`src/rtl/tensor_writer.sv`:
```
// Stream loader for the kernel's tensor memories: parses {id, len, data...} frames
// and issues one registered write strobe per accepted data word.
module tensor_writer #(
  parameter int WIDTH       = 16,
  parameter int NUM_TENSORS = 3,
  parameter int MAX_LEN     = 6
) (
  input  logic             clock,
  input  logic             reset_n,
  input  logic             in_valid,
  input  logic [WIDTH-1:0] in_data,
  output logic             in_ready,
  input  logic             kernel_busy,
  output logic             write_enable,
  output logic [WIDTH-1:0] write_tensor_id,
  output logic [WIDTH-1:0] write_index,
  output logic [WIDTH-1:0] write_data,
  output logic             frame_done,
  output logic             frame_error
);

  localparam logic [1:0] HDR_ID  = 2'd0;
  localparam logic [1:0] HDR_LEN = 2'd1;
  localparam logic [1:0] DATA    = 2'd2;
  localparam logic [1:0] DONE    = 2'd3;

  localparam logic [WIDTH-1:0] ONE       = WIDTH'(1);
  localparam logic [WIDTH-1:0] NUM_T_W   = WIDTH'(NUM_TENSORS);
  localparam logic [WIDTH-1:0] MAX_LEN_W = WIDTH'(MAX_LEN);

  logic [1:0]       state_q, state_d;
  logic [WIDTH-1:0] id_q, id_d;
  logic [WIDTH-1:0] len_q, len_d;
  logic [WIDTH-1:0] count_q, count_d;
  logic             discard_q, discard_d;
  logic             we_q, we_d;
  logic [WIDTH-1:0] wid_q, wid_d;
  logic [WIDTH-1:0] widx_q, widx_d;
  logic [WIDTH-1:0] wdata_q, wdata_d;
  logic             done_q, done_d;
  logic             err_q, err_d;
  logic             accept;
  logic             bad;

  // Ready depends only on state and kernel_busy so the source never sees a loop through in_valid.
  assign in_ready = !kernel_busy && (state_q != DONE);
  assign accept   = in_valid && in_ready;
  assign bad      = (id_q >= NUM_T_W) || (in_data > MAX_LEN_W);

  always_comb begin
    state_d   = state_q;
    id_d      = id_q;
    len_d     = len_q;
    count_d   = count_q;
    discard_d = discard_q;
    err_d     = err_q;
    we_d      = 1'b0;
    wid_d     = wid_q;
    widx_d    = widx_q;
    wdata_d   = wdata_q;
    done_d    = 1'b0;
    case (state_q)
      HDR_ID: begin
        if (accept) begin
          id_d    = in_data;
          state_d = HDR_LEN;
        end
      end
      HDR_LEN: begin
        if (accept) begin
          len_d     = in_data;
          count_d   = '0;
          discard_d = bad;
          err_d     = bad;
          if (in_data == '0) begin
            state_d = DONE;
            done_d  = 1'b1;
          end else begin
            state_d = DATA;
          end
        end
      end
      DATA: begin
        // A rejected frame still drains its payload so the stream stays aligned.
        if (accept) begin
          if (!discard_q) begin
            we_d    = 1'b1;
            wid_d   = id_q;
            widx_d  = count_q;
            wdata_d = in_data;
          end
          count_d = count_q + ONE;
          if (count_q == len_q - ONE) begin
            state_d = DONE;
            done_d  = 1'b1;
          end
        end
      end
      DONE:    state_d = HDR_ID;
      default: state_d = HDR_ID;
    endcase
  end

  always_ff @(posedge clock or negedge reset_n) begin
    if (!reset_n) begin
      state_q   <= HDR_ID;
      id_q      <= '0;
      len_q     <= '0;
      count_q   <= '0;
      discard_q <= 1'b0;
      we_q      <= 1'b0;
      wid_q     <= '0;
      widx_q    <= '0;
      wdata_q   <= '0;
      done_q    <= 1'b0;
      err_q     <= 1'b0;
    end else begin
      state_q   <= state_d;
      id_q      <= id_d;
      len_q     <= len_d;
      count_q   <= count_d;
      discard_q <= discard_d;
      we_q      <= we_d;
      wid_q     <= wid_d;
      widx_q    <= widx_d;
      wdata_q   <= wdata_d;
      done_q    <= done_d;
      err_q     <= err_d;
    end
  end

  assign write_enable    = we_q;
  assign write_tensor_id = wid_q;
  assign write_index     = widx_q;
  assign write_data      = wdata_q;
  assign frame_done      = done_q;
  assign frame_error     = err_q;

endmodule

```
`config.mk`:
```
export PLATFORM = sky130hd
export DESIGN_NAME = tensor_writer
export DESIGN_NICKNAME = d
export VERILOG_FILES = /design/src/rtl/tensor_writer.sv
export SDC_FILE = /design/constraint.sdc
export NUM_CORES = 1
export LEC_CHECK = 0
export BUFFER_PORTS_ARGS = -buffer_cell sky130_fd_sc_hd__buf_2
export CAP_MARGIN = 30
export CORE_MARGIN = 8
export CORE_UTILIZATION = 30
export DETAILED_ROUTE_END_ITERATION = 10
export GPL_ROUTABILITY_DRIVEN = 0
export PLACE_DENSITY_LB_ADDON = 0.05
export SYNTH_ARGS = -nofsm -noshare
export SYNTH_HDL_FRONTEND = slang
export SYNTH_SLANG_ARGS = --single-unit
```
`constraint.sdc`:
```
create_clock -name clock -period 8.65 [get_ports clock]
set_clock_uncertainty 0.2 [all_clocks]
set_input_delay 0.4325 -clock clock [delete_from_list [all_inputs] [get_ports clock]]
set_output_delay 0.4325 -clock clock [all_outputs]
set_load 0.05 [all_outputs]
```
==> metrics.md <==
| Metric | Value |
|---|---|
| Grt total ovfl | 0 |
| Post-Route WL | 11.8 mm |
| Synth Flop Type | dfrtp_1 |
| Startpoint types | flop |
| Post-synth top area share | 53.5% |
| Crit. End Element | flop |
| # setup viols final | 0 |
| Clock Sinks | 101 |
| Maximum vdd drop | 188 uV |
| Count of pins over their slew limit | 0 |
| Total Routing Usage GR | 12.5% |
| EDFF count, synth | 0 |
| Final Hold Fails | 0 |
| Pre-CTS WS | 5.29 ns |
| Row count | 46 |
| Commonest non-fill, non-tap cell in the layout | dfrtp_1 |
| WHS | 0.172 ns |
| Boundary Pins | 72 |
| Root buf cell | clkbuf_16 |
| First-pass GRT wire length | 19.5 mm |
| Vias per cell | 4.77 |
| Nets | 481 |
| Post-route setup TNS | 0 ns |
| 1st-pass router iterations | 4 |
| Design area | 5640 sq um |
| Status | finished, final reports clean |
| Inst Count DP | 658 |
| Static Leak | 2.59 nW |
| Area contributors post-synth | dfrtp_1 54%, mux2_2 19%, xor2_1 2.8%, xnor2_1 2.6%, nor2_1 2.0% |
| Layout cells sized above 1 | 38.3% |
| FF-to-FF Start | len_q[0] |
| Post_cts resized | 0 |
| Avg Inst Size Synth | 12.3 sq um |
| DR vias | 3223 |
| Number of fill cells | 1590 |
| Worst R2R End | state_q[1] |
| Drt first-iter violations | 103 |
| Crit-path slowest cell | or4b_4 |
| Crit-path cells | inv_1 > ha_1 > or4b_4 > o41ai_4 > xnor2_1 > a311o_1 > a2111oi_4 > a31o_1 > mux2_1 |
| Stages on the worst setup path | 9 |
| IO buf count | 71 |
| Hold endpoint | id_q[5] |
| Final setup margin | 5.28 ns |
| Mapped Cells | 383 |
| Syn-to-layout area delta | 19.3% |
| Initial Util | 30.2% |
| Clk pin slew, worst setup/hold paths | 0.07 ns |
| RSZ-0062 raised after global routing | false |
| Die Span X | 141 microns |
| Postcts setup bufs | 0 |
| Chip height | 141 microns |
| Wirelength per Cell | 17.5 microns |
| CP bufs+invs | 1 |
| Reg2Reg Depth | 9 |
| Cell Count, Final, Fillers Out | 675 |
| Total die area | 20000 sq um |
| N_diodes | 0 |
| Tightest Pin Transition | 0.932 ns |
| Hold path depth | 2 |
| Sequential-to-total area share from yosys stat | 53.5% |
| MaxCap Viol Count | 0 |
| Worst R2R Setup Slack | 5.28 ns |
| Largest net degree at the start of global routing | 73 |
| ANT nets after route | 0 |
| Final Cycle Share | 39.0% |
| Tmin final | 3.37 ns |
| CP max FO | 8 |
| Seq cells post-synth | 101 |
| Worst path max stage delay | 0.54 ns |
| Most frequent cells in the layout | 101 x dfrtp_1, 78 x mux2_2, 70 x buf_2 |
| Post-DP Area | 5330 sq um |
| Max Fclk | 297 MHz |
| Relative slew slack | 37.9% |
| Cell Area, Synth | 4720 sq um |
| Hold_sp | in_data[5] |
| Core Region | 15700 sq um |
| Yosys warnings | 0 |
| CTS tree | done |
| Clk Latency, worst-skew pair | 0.35 ns |
| Vias in the first global route | 3532 |
| Number of library cell types mapped by synthesis | 50 |
| # H-tree levels | 3 |
| WP data arrival | 3.40 ns |
| Total CTS buffers | 9 |
| CP Data Required Time | 8.68 ns |
| Initial antenna violation count | 1 |
| Post-Syn Nets | 410 |
| Cell Pwr Density | 355 nW/um^2 |
| Critical path class | reg2reg |
| Remaining routing DRC violations | 0 |
| Post-synth ARST share | 100% |
| CTS Buffer Depth | 2 |
| Yosys top cell by area | dfrtp_1 |
| Cell family with most CP delay | compound AO/OA/AOI/OAI gates |
| Path type of the worst min-delay path | in2reg |
| DP HPWL | 8.71 mm |
-- registers in the layout (all words and copies together) (netlist names) --
register         cells
id_q                16
frame_done           1
write_index         16
write_data          16
write_enable         1
state_q              2
write_tensor_id     16
count_q             16
frame_error          1
len_q               16
-- worst max path at each step --
| stage | start | end |
|---|---|---|
| floorplan | len_q[0] | state_q[1] |
| global placement | len_q[0] | state_q[1] |
| detailed placement | len_q[0] | state_q[1] |
| CTS | len_q[0] | state_q[1] |
| global route | len_q[0] | state_q[1] |
| finish | len_q[0] | state_q[1] |
-- timing repair --
item	CTS	global route
hold buffers	1	0
hold endpoints to repair	29	0
endpoints found under the setup margin	0	0
-- area by class of cell --
class,count,area [sq um],share of cell area (%)
multi-input cells,259,2120,37.5
clock buffers,9,225,4.00
clock inverters,7,72.6,1.29
inverters,7,26.3,0.466
flip-flops and latches,101,2530,44.8
repair buffers,76,398,7.06
well taps,216,270,4.80
-- through the flow --
stage / utilization (%) / total power (W)
finish: 36.0 / 0.00200
floorplan: - / 0.00138
global route: 36.0 / 0.00212
global placement: 34.0 / 0.00159
detailed placement: 34.0 / 0.00161
CTS: 36.0 / 0.00203
-- routing by layer --
| metal | share of wire, % | global-route usage, % | wire length (microns) |
|---|---|---|---|
| met2 | 46 | 19.3 | 5400 |
| met5 | 0.068 | 0 | 8 |
| met4 | 1.7 | 5.26 | 206 |
| met3 | 3.1 | 2.69 | 361 |
| met1 | 49 | 16.7 | 5820 |
-- Yosys cell counts, types with 6 or more instances --
cell type,number
clkbuf_1,12
xor2_1,15
nor3_1,8
xnor2_1,14
nor2_1,25
nand4_1,6
a21oi_1,6
dfrtp_1,101
nand3_1,13
o21ai_0,12
mux2_2,78
nand2_1,13
nor4_1,8
ha_1,7
inv_1,7
-- where the power goes --
group          leakage, nW  total [W]  internal (W)  switching [W]
combinational         1.13   0.000797      0.000291       0.000505
sequential            1.32   0.000790      0.000630       0.000160
clock                0.142   0.000413      0.000226       0.000187
-- logic make-up (layout without fill, tap and decap cells) --
group	after synthesis	after routing	synth area share, %
xor+xnor	29	29	5.38
buf+inv	23	99	1.83
fa+ha+maj	7	7	1.85
simple gates	102	102	11.7
mux	80	80	19.1
compound gates	41	41	6.68
flops	101	101	53.5
Power figures use the tool's default switching activity.
